===== src/rtl/mul_writeback.sv =====
// Writeback stage after the 64x64 multiplier: captures a 128-bit product and
// writes the selected half/halves through an arbitrated register-file port.
module mul_writeback #(
    parameter int XLEN = 64,
    parameter int AW   = 5,
    parameter int TAGW = 4
) (
    input  logic              clk,
    input  logic              rst_n,
    input  logic              prod_valid,
    output logic              prod_ready,
    input  logic [2*XLEN-1:0] prod,
    input  logic [1:0]        op,
    input  logic [AW-1:0]     dest_lo,
    input  logic [AW-1:0]     dest_hi,
    input  logic [TAGW-1:0]   tag,
    output logic              rf_we,
    input  logic              rf_gnt,
    output logic [AW-1:0]     rf_waddr,
    output logic [XLEN-1:0]   rf_wdata,
    output logic              done,
    output logic [TAGW-1:0]   done_tag,
    output logic              done_err
);

    typedef enum logic [1:0] {IDLE, WR_LO, WR_HI, DONE} state_t;

    localparam logic [1:0] OP_LO   = 2'b00;
    localparam logic [1:0] OP_HI   = 2'b01;
    localparam logic [1:0] OP_BOTH = 2'b10;
    localparam logic [1:0] OP_ILL  = 2'b11;

    state_t            state_q, state_d;
    logic [2*XLEN-1:0] prod_q, prod_d;
    logic [1:0]        op_q, op_d;
    logic [AW-1:0]     dest_lo_q, dest_lo_d;
    logic [AW-1:0]     dest_hi_q, dest_hi_d;
    logic [TAGW-1:0]   tag_q, tag_d;
    logic              ready_q, ready_d;
    logic              rf_we_q, rf_we_d;
    logic [AW-1:0]     rf_waddr_q, rf_waddr_d;
    logic [XLEN-1:0]   rf_wdata_q, rf_wdata_d;
    logic              done_q, done_d;
    logic [TAGW-1:0]   done_tag_q, done_tag_d;
    logic              done_err_q, done_err_d;
    logic              accept;

    // ready is kept as a flop so it reads 0 throughout reset and rises on
    // the first edge after release, while still equal to (state == IDLE).
    assign accept = prod_valid && ready_q;

    always_comb begin
        state_d    = state_q;
        prod_d     = prod_q;
        op_d       = op_q;
        dest_lo_d  = dest_lo_q;
        dest_hi_d  = dest_hi_q;
        tag_d      = tag_q;
        rf_we_d    = 1'b0;
        rf_waddr_d = rf_waddr_q;
        rf_wdata_d = rf_wdata_q;
        done_d     = 1'b0;
        done_tag_d = done_tag_q;
        done_err_d = 1'b0;

        unique case (state_q)
            IDLE: begin
                if (accept) begin
                    prod_d    = prod;
                    op_d      = op;
                    dest_lo_d = dest_lo;
                    dest_hi_d = dest_hi;
                    tag_d     = tag;
                    // Writes to x0 are skipped outright.
                    unique case (op)
                        OP_LO:   state_d = (dest_lo != '0) ? WR_LO : DONE;
                        OP_HI:   state_d = (dest_hi != '0) ? WR_HI : DONE;
                        OP_BOTH: state_d = (dest_lo != '0) ? WR_LO :
                                           (dest_hi != '0) ? WR_HI : DONE;
                        default: state_d = DONE;
                    endcase
                end
            end
            WR_LO: begin
                if (rf_gnt) begin
                    state_d = (op_q == OP_BOTH && dest_hi_q != '0) ? WR_HI : DONE;
                end
            end
            WR_HI: begin
                if (rf_gnt) begin
                    state_d = DONE;
                end
            end
            DONE: begin
                state_d = IDLE;
            end
            default: begin
                state_d = IDLE;
            end
        endcase

        // Outputs are registered: decode them from the state being entered.
        unique case (state_d)
            WR_LO: begin
                rf_we_d    = 1'b1;
                rf_waddr_d = dest_lo_d;
                rf_wdata_d = prod_d[XLEN-1:0];
            end
            WR_HI: begin
                rf_we_d    = 1'b1;
                rf_waddr_d = dest_hi_d;
                rf_wdata_d = prod_d[2*XLEN-1:XLEN];
            end
            DONE: begin
                done_d     = 1'b1;
                done_tag_d = tag_d;
                done_err_d = (op_d == OP_ILL);
            end
            default: begin
            end
        endcase

        ready_d = (state_d == IDLE);
    end

    always_ff @(posedge clk) begin
        if (!rst_n) begin
            state_q    <= IDLE;
            prod_q     <= '0;
            op_q       <= '0;
            dest_lo_q  <= '0;
            dest_hi_q  <= '0;
            tag_q      <= '0;
            ready_q    <= 1'b0;
            rf_we_q    <= 1'b0;
            rf_waddr_q <= '0;
            rf_wdata_q <= '0;
            done_q     <= 1'b0;
            done_tag_q <= '0;
            done_err_q <= 1'b0;
        end else begin
            state_q    <= state_d;
            prod_q     <= prod_d;
            op_q       <= op_d;
            dest_lo_q  <= dest_lo_d;
            dest_hi_q  <= dest_hi_d;
            tag_q      <= tag_d;
            ready_q    <= ready_d;
            rf_we_q    <= rf_we_d;
            rf_waddr_q <= rf_waddr_d;
            rf_wdata_q <= rf_wdata_d;
            done_q     <= done_d;
            done_tag_q <= done_tag_d;
            done_err_q <= done_err_d;
        end
    end

    assign prod_ready = ready_q;
    assign rf_we      = rf_we_q;
    assign rf_waddr   = rf_waddr_q;
    assign rf_wdata   = rf_wdata_q;
    assign done       = done_q;
    assign done_tag   = done_tag_q;
    assign done_err   = done_err_q;

endmodule


===== config.mk =====
export PLATFORM = sky130hd
export DESIGN_NAME = mul_writeback
export DESIGN_NICKNAME = d
export VERILOG_FILES = /design/src/rtl/mul_writeback.sv
export SDC_FILE = /design/constraint.sdc
export NUM_CORES = 1
export LEC_CHECK = 0
export CORE_MARGIN = 5
export CORE_UTILIZATION = 43
export CTS_CLUSTER_DIAMETER = 200
export DETAILED_ROUTE_END_ITERATION = 10
export GPL_ROUTABILITY_DRIVEN = 0
export PLACE_DENSITY = 0.73
export SYNTH_ARGS = -nofsm -noshare
export SYNTH_HDL_FRONTEND = slang
export SYNTH_SLANG_ARGS = --single-unit

===== constraint.sdc =====
create_clock -name clk -period 5.5 [get_ports clk]
set_input_delay 1.1 -clock clk [delete_from_list [all_inputs] [get_ports clk]]
set_output_delay 1.1 -clock clk [all_outputs]
set_load 0.005 [all_outputs]

==> flow_summary.ini <==
[status]
status = finished, final reports clean

[logic_synthesis]
synth_seq_cells = 223
syn_avg_cell_area_um2 = 10.7
ys_warn_count = 0
yosys-top-cells-area = dfxtp_1 (56%), mux2i_1 (18%), o221ai_1 (7.5%)
syn_area_um2 = 8020
yosysSeqAreaShare_pct = 55.7
async_flop_share_pct = 0
syn_nets = 904
syn_inst = 752
synth_top_area_share_pct = 55.7
synth_cell_types = 31
ys.flop_type = dfxtp_1
yosysTopAreaCell = dfxtp_1
synth_edf_count = 0

[worst_setup_path]
required_ps = 5910
startpoint_type = primary input
criticalPathCategory = primary input to register
cp_top_family = simple AND/OR/NAND/NOR gates
cp_num_buf_inv = 2
endpoint_kind = register
cp_cell_sequence = clkdlybuf4s50_1 -> nor3_1 -> a41oi_1 -> o21ai_0 -> ha_1 -> or3_2 -> buf_12 -> o221ai_1
crit_arrival_ps = 4190
critical-path-slowest-cell = or3_2
slowest_delay_ps = 830
crit_path_max_fanout = 38

[cells_and_area]
fin_nets = 1103
fin_util_pct = 59.3
syn2layout_area_growth_pct = 36.8
final_common_cell = clkdlybuf4s50_1
num_antenna_cells = 0
most-common-layout-cells = clkdlybuf4s50_1 (224), dfxtp_1 (223), nor2_1 (150), mux2i_1 (143), nand2_1 (72)
drive_gt1_share_pct = 4.77

[routing]
met3_wirelength_mm = 1.72
wl_met2_mm = 8.84
drt_iter0_drc = 228
vias = 6076
wirelength_mm = 20.0
met1_length_mm = 8.94
post-route-drc-count = 0
drtPass1Iterations = 6
avgViaCountPerCell = 5.07
final_antenna_net_count = 0
top_layer = met5
wl_per_cell_um = 16.7

[clock_network]
cts_htree_levels = 1
cts_buffer_depth = 3
hold_buffers = 0
clkSinkCount = 223
cts_resized = 0
clk_latency_ps = 500
cts_root_buf = clkbuf_16
path_clk_slew_ps = 60
numCtsBuffers = 24
cts_tree = done
cts_setup_buffers = 0

[die]
dieArea_um2 = 21500
die-width_um = 147
placementRows = 50
pin_count = 225
start_util_pct = 43.3
fp.dieH_um = 147
design.core.area_um2 = 18500

[sta]
rsz0062_at_grt = no
max_freq_mhz = 265
slew_violations = 0
slew_headroom_pct = 24.0
fin_ws_ps = 1720
setup_viol = 0
finalCriticalPeriod_ps = 3780
fin_crit_sh_pct = 68.7
tns_ps = 0
hold_violations = 0
skew_ps = 12.6
worst_pin_slew_ps = 1140

[power]
finalPower_mw = 4.43
power-per-cell-area_nw_per_um2 = 403
vdd_ir_drop_max_mv = 0.218
power.leakage_nw = 4.01

[global_route]
gr-total-overflow = 0
grt_pass1_wl_mm = 32.1
antenna_found_initial = 1
gr-usage-all-layers_pct = 17.8
grt_pass1_vias = 6143
grt_max_degree = 137

[hold_path]
hold_class = register to register

[placement]
portBuffers = 224
pre_cts_ws_ps = 1200
dp_hpwl_mm = 13.1

[job]
max-cap-violations = 0
-- kinds of logic after synthesis --
logic type               after synthesis  synth area share [%]
adder cells (fa/ha/maj)                4                 0.624
flip-flops                           223                  55.7
AO/OA/AOI/OAI                         82                  8.64
multiplexers                         143                  17.8
AND/OR/NAND/NOR                      240                  11.9
buffers and inverters                 60                  5.29
-- Yosys cell counts (2+ instances only) --
cell type	number
buf_2	5
and2_1	4
buf_6	10
nor3_1	2
and3b_1	3
mux2i_1	143
inv_1	2
ha_1	4
a211oi_1	4
nand3_1	2
clkbuf_1	32
nor2_1	150
dfxtp_1	223
o21ai_0	3
a21oi_1	2
buf_12	7
buf_1	2
nand2_1	73
o221ai_1	69
-- sequential cells by signal, indices dropped and copies added (netlist names) --
register	count
rf_waddr	5
op_q	2
done	1
rf_we	1
done_tag	4
tag_q	4
rf_wdata	64
done_err	1
prod_ready	1
prod_q	128
dest_lo_q	5
dest_hi_q	5
state_q	2
-- cell type report --
| cell class | count | area (µm²) |
|---|---|---|
| well taps | 234 | 293 |
| clock inverters | 3 | 17.5 |
| repair buffers | 230 | 2310 |
| flip-flops and latches | 223 | 4460 |
| clock buffers | 37 | 731 |
| multi-input cells | 469 | 3140 |
| inverters | 3 | 13.8 |
| fillers | 1572 | 7540 |
-- worst reg2reg max path, delay by kind of cell (launching register included) --
| kind | cells | cell delay, ps |
|---|---|---|
| adder cells (fa/ha/maj) | 1 | 320 |
| AND/OR/NAND/NOR | 3 | 1590 |
| flip-flops | 1 | 310 |
| AO/OA/AOI/OAI | 3 | 530 |
| buffers and inverters | 1 | 320 |
-- worst paths after layout --
path / from / end / slack (ps) / depth (start not counted)
worst min register to register: rf_wdata[51] / rf_wdata[51] / 460 / 2
worst max register to register: dest_hi_q[0] / rf_waddr[4] / 2340 / 8
worst max-delay path: dest_lo[0] / rf_waddr[4] / 1720 / 8
worst min-delay path: rf_wdata[51] / rf_wdata[51] / 460 / 2
-- per-layer routing --
layer | track usage, % | up-vias
met1 | 23.4 | 2814
met2 | 27.7 | 202
met3 | 6.30 | 43
met4 | 5.22 | 2
li1 | - | 3015
met5 | 0 | -
-- where the power goes --
part           internal [mW]  total [mW]  switching (mW)
registers               1.82        1.89          0.0785
clock network          0.906        1.51           0.606
logic                  0.490        1.02           0.530
-- stage by stage --
step / hold WS [ps] / area, µm² / std cells
3_5_place_dp: 446 / 10200 / 1159
3_3_place_gp: 442 / 10200 / 1159
4_1_cts: 464 / 11000 / 1199
5_1_grt: 484 / 11000 / 1199
2_1_floorplan: 441 / 8020 / 752
6_report: 461 / 11000 / 1199
(Power assumes the default switching activity.)
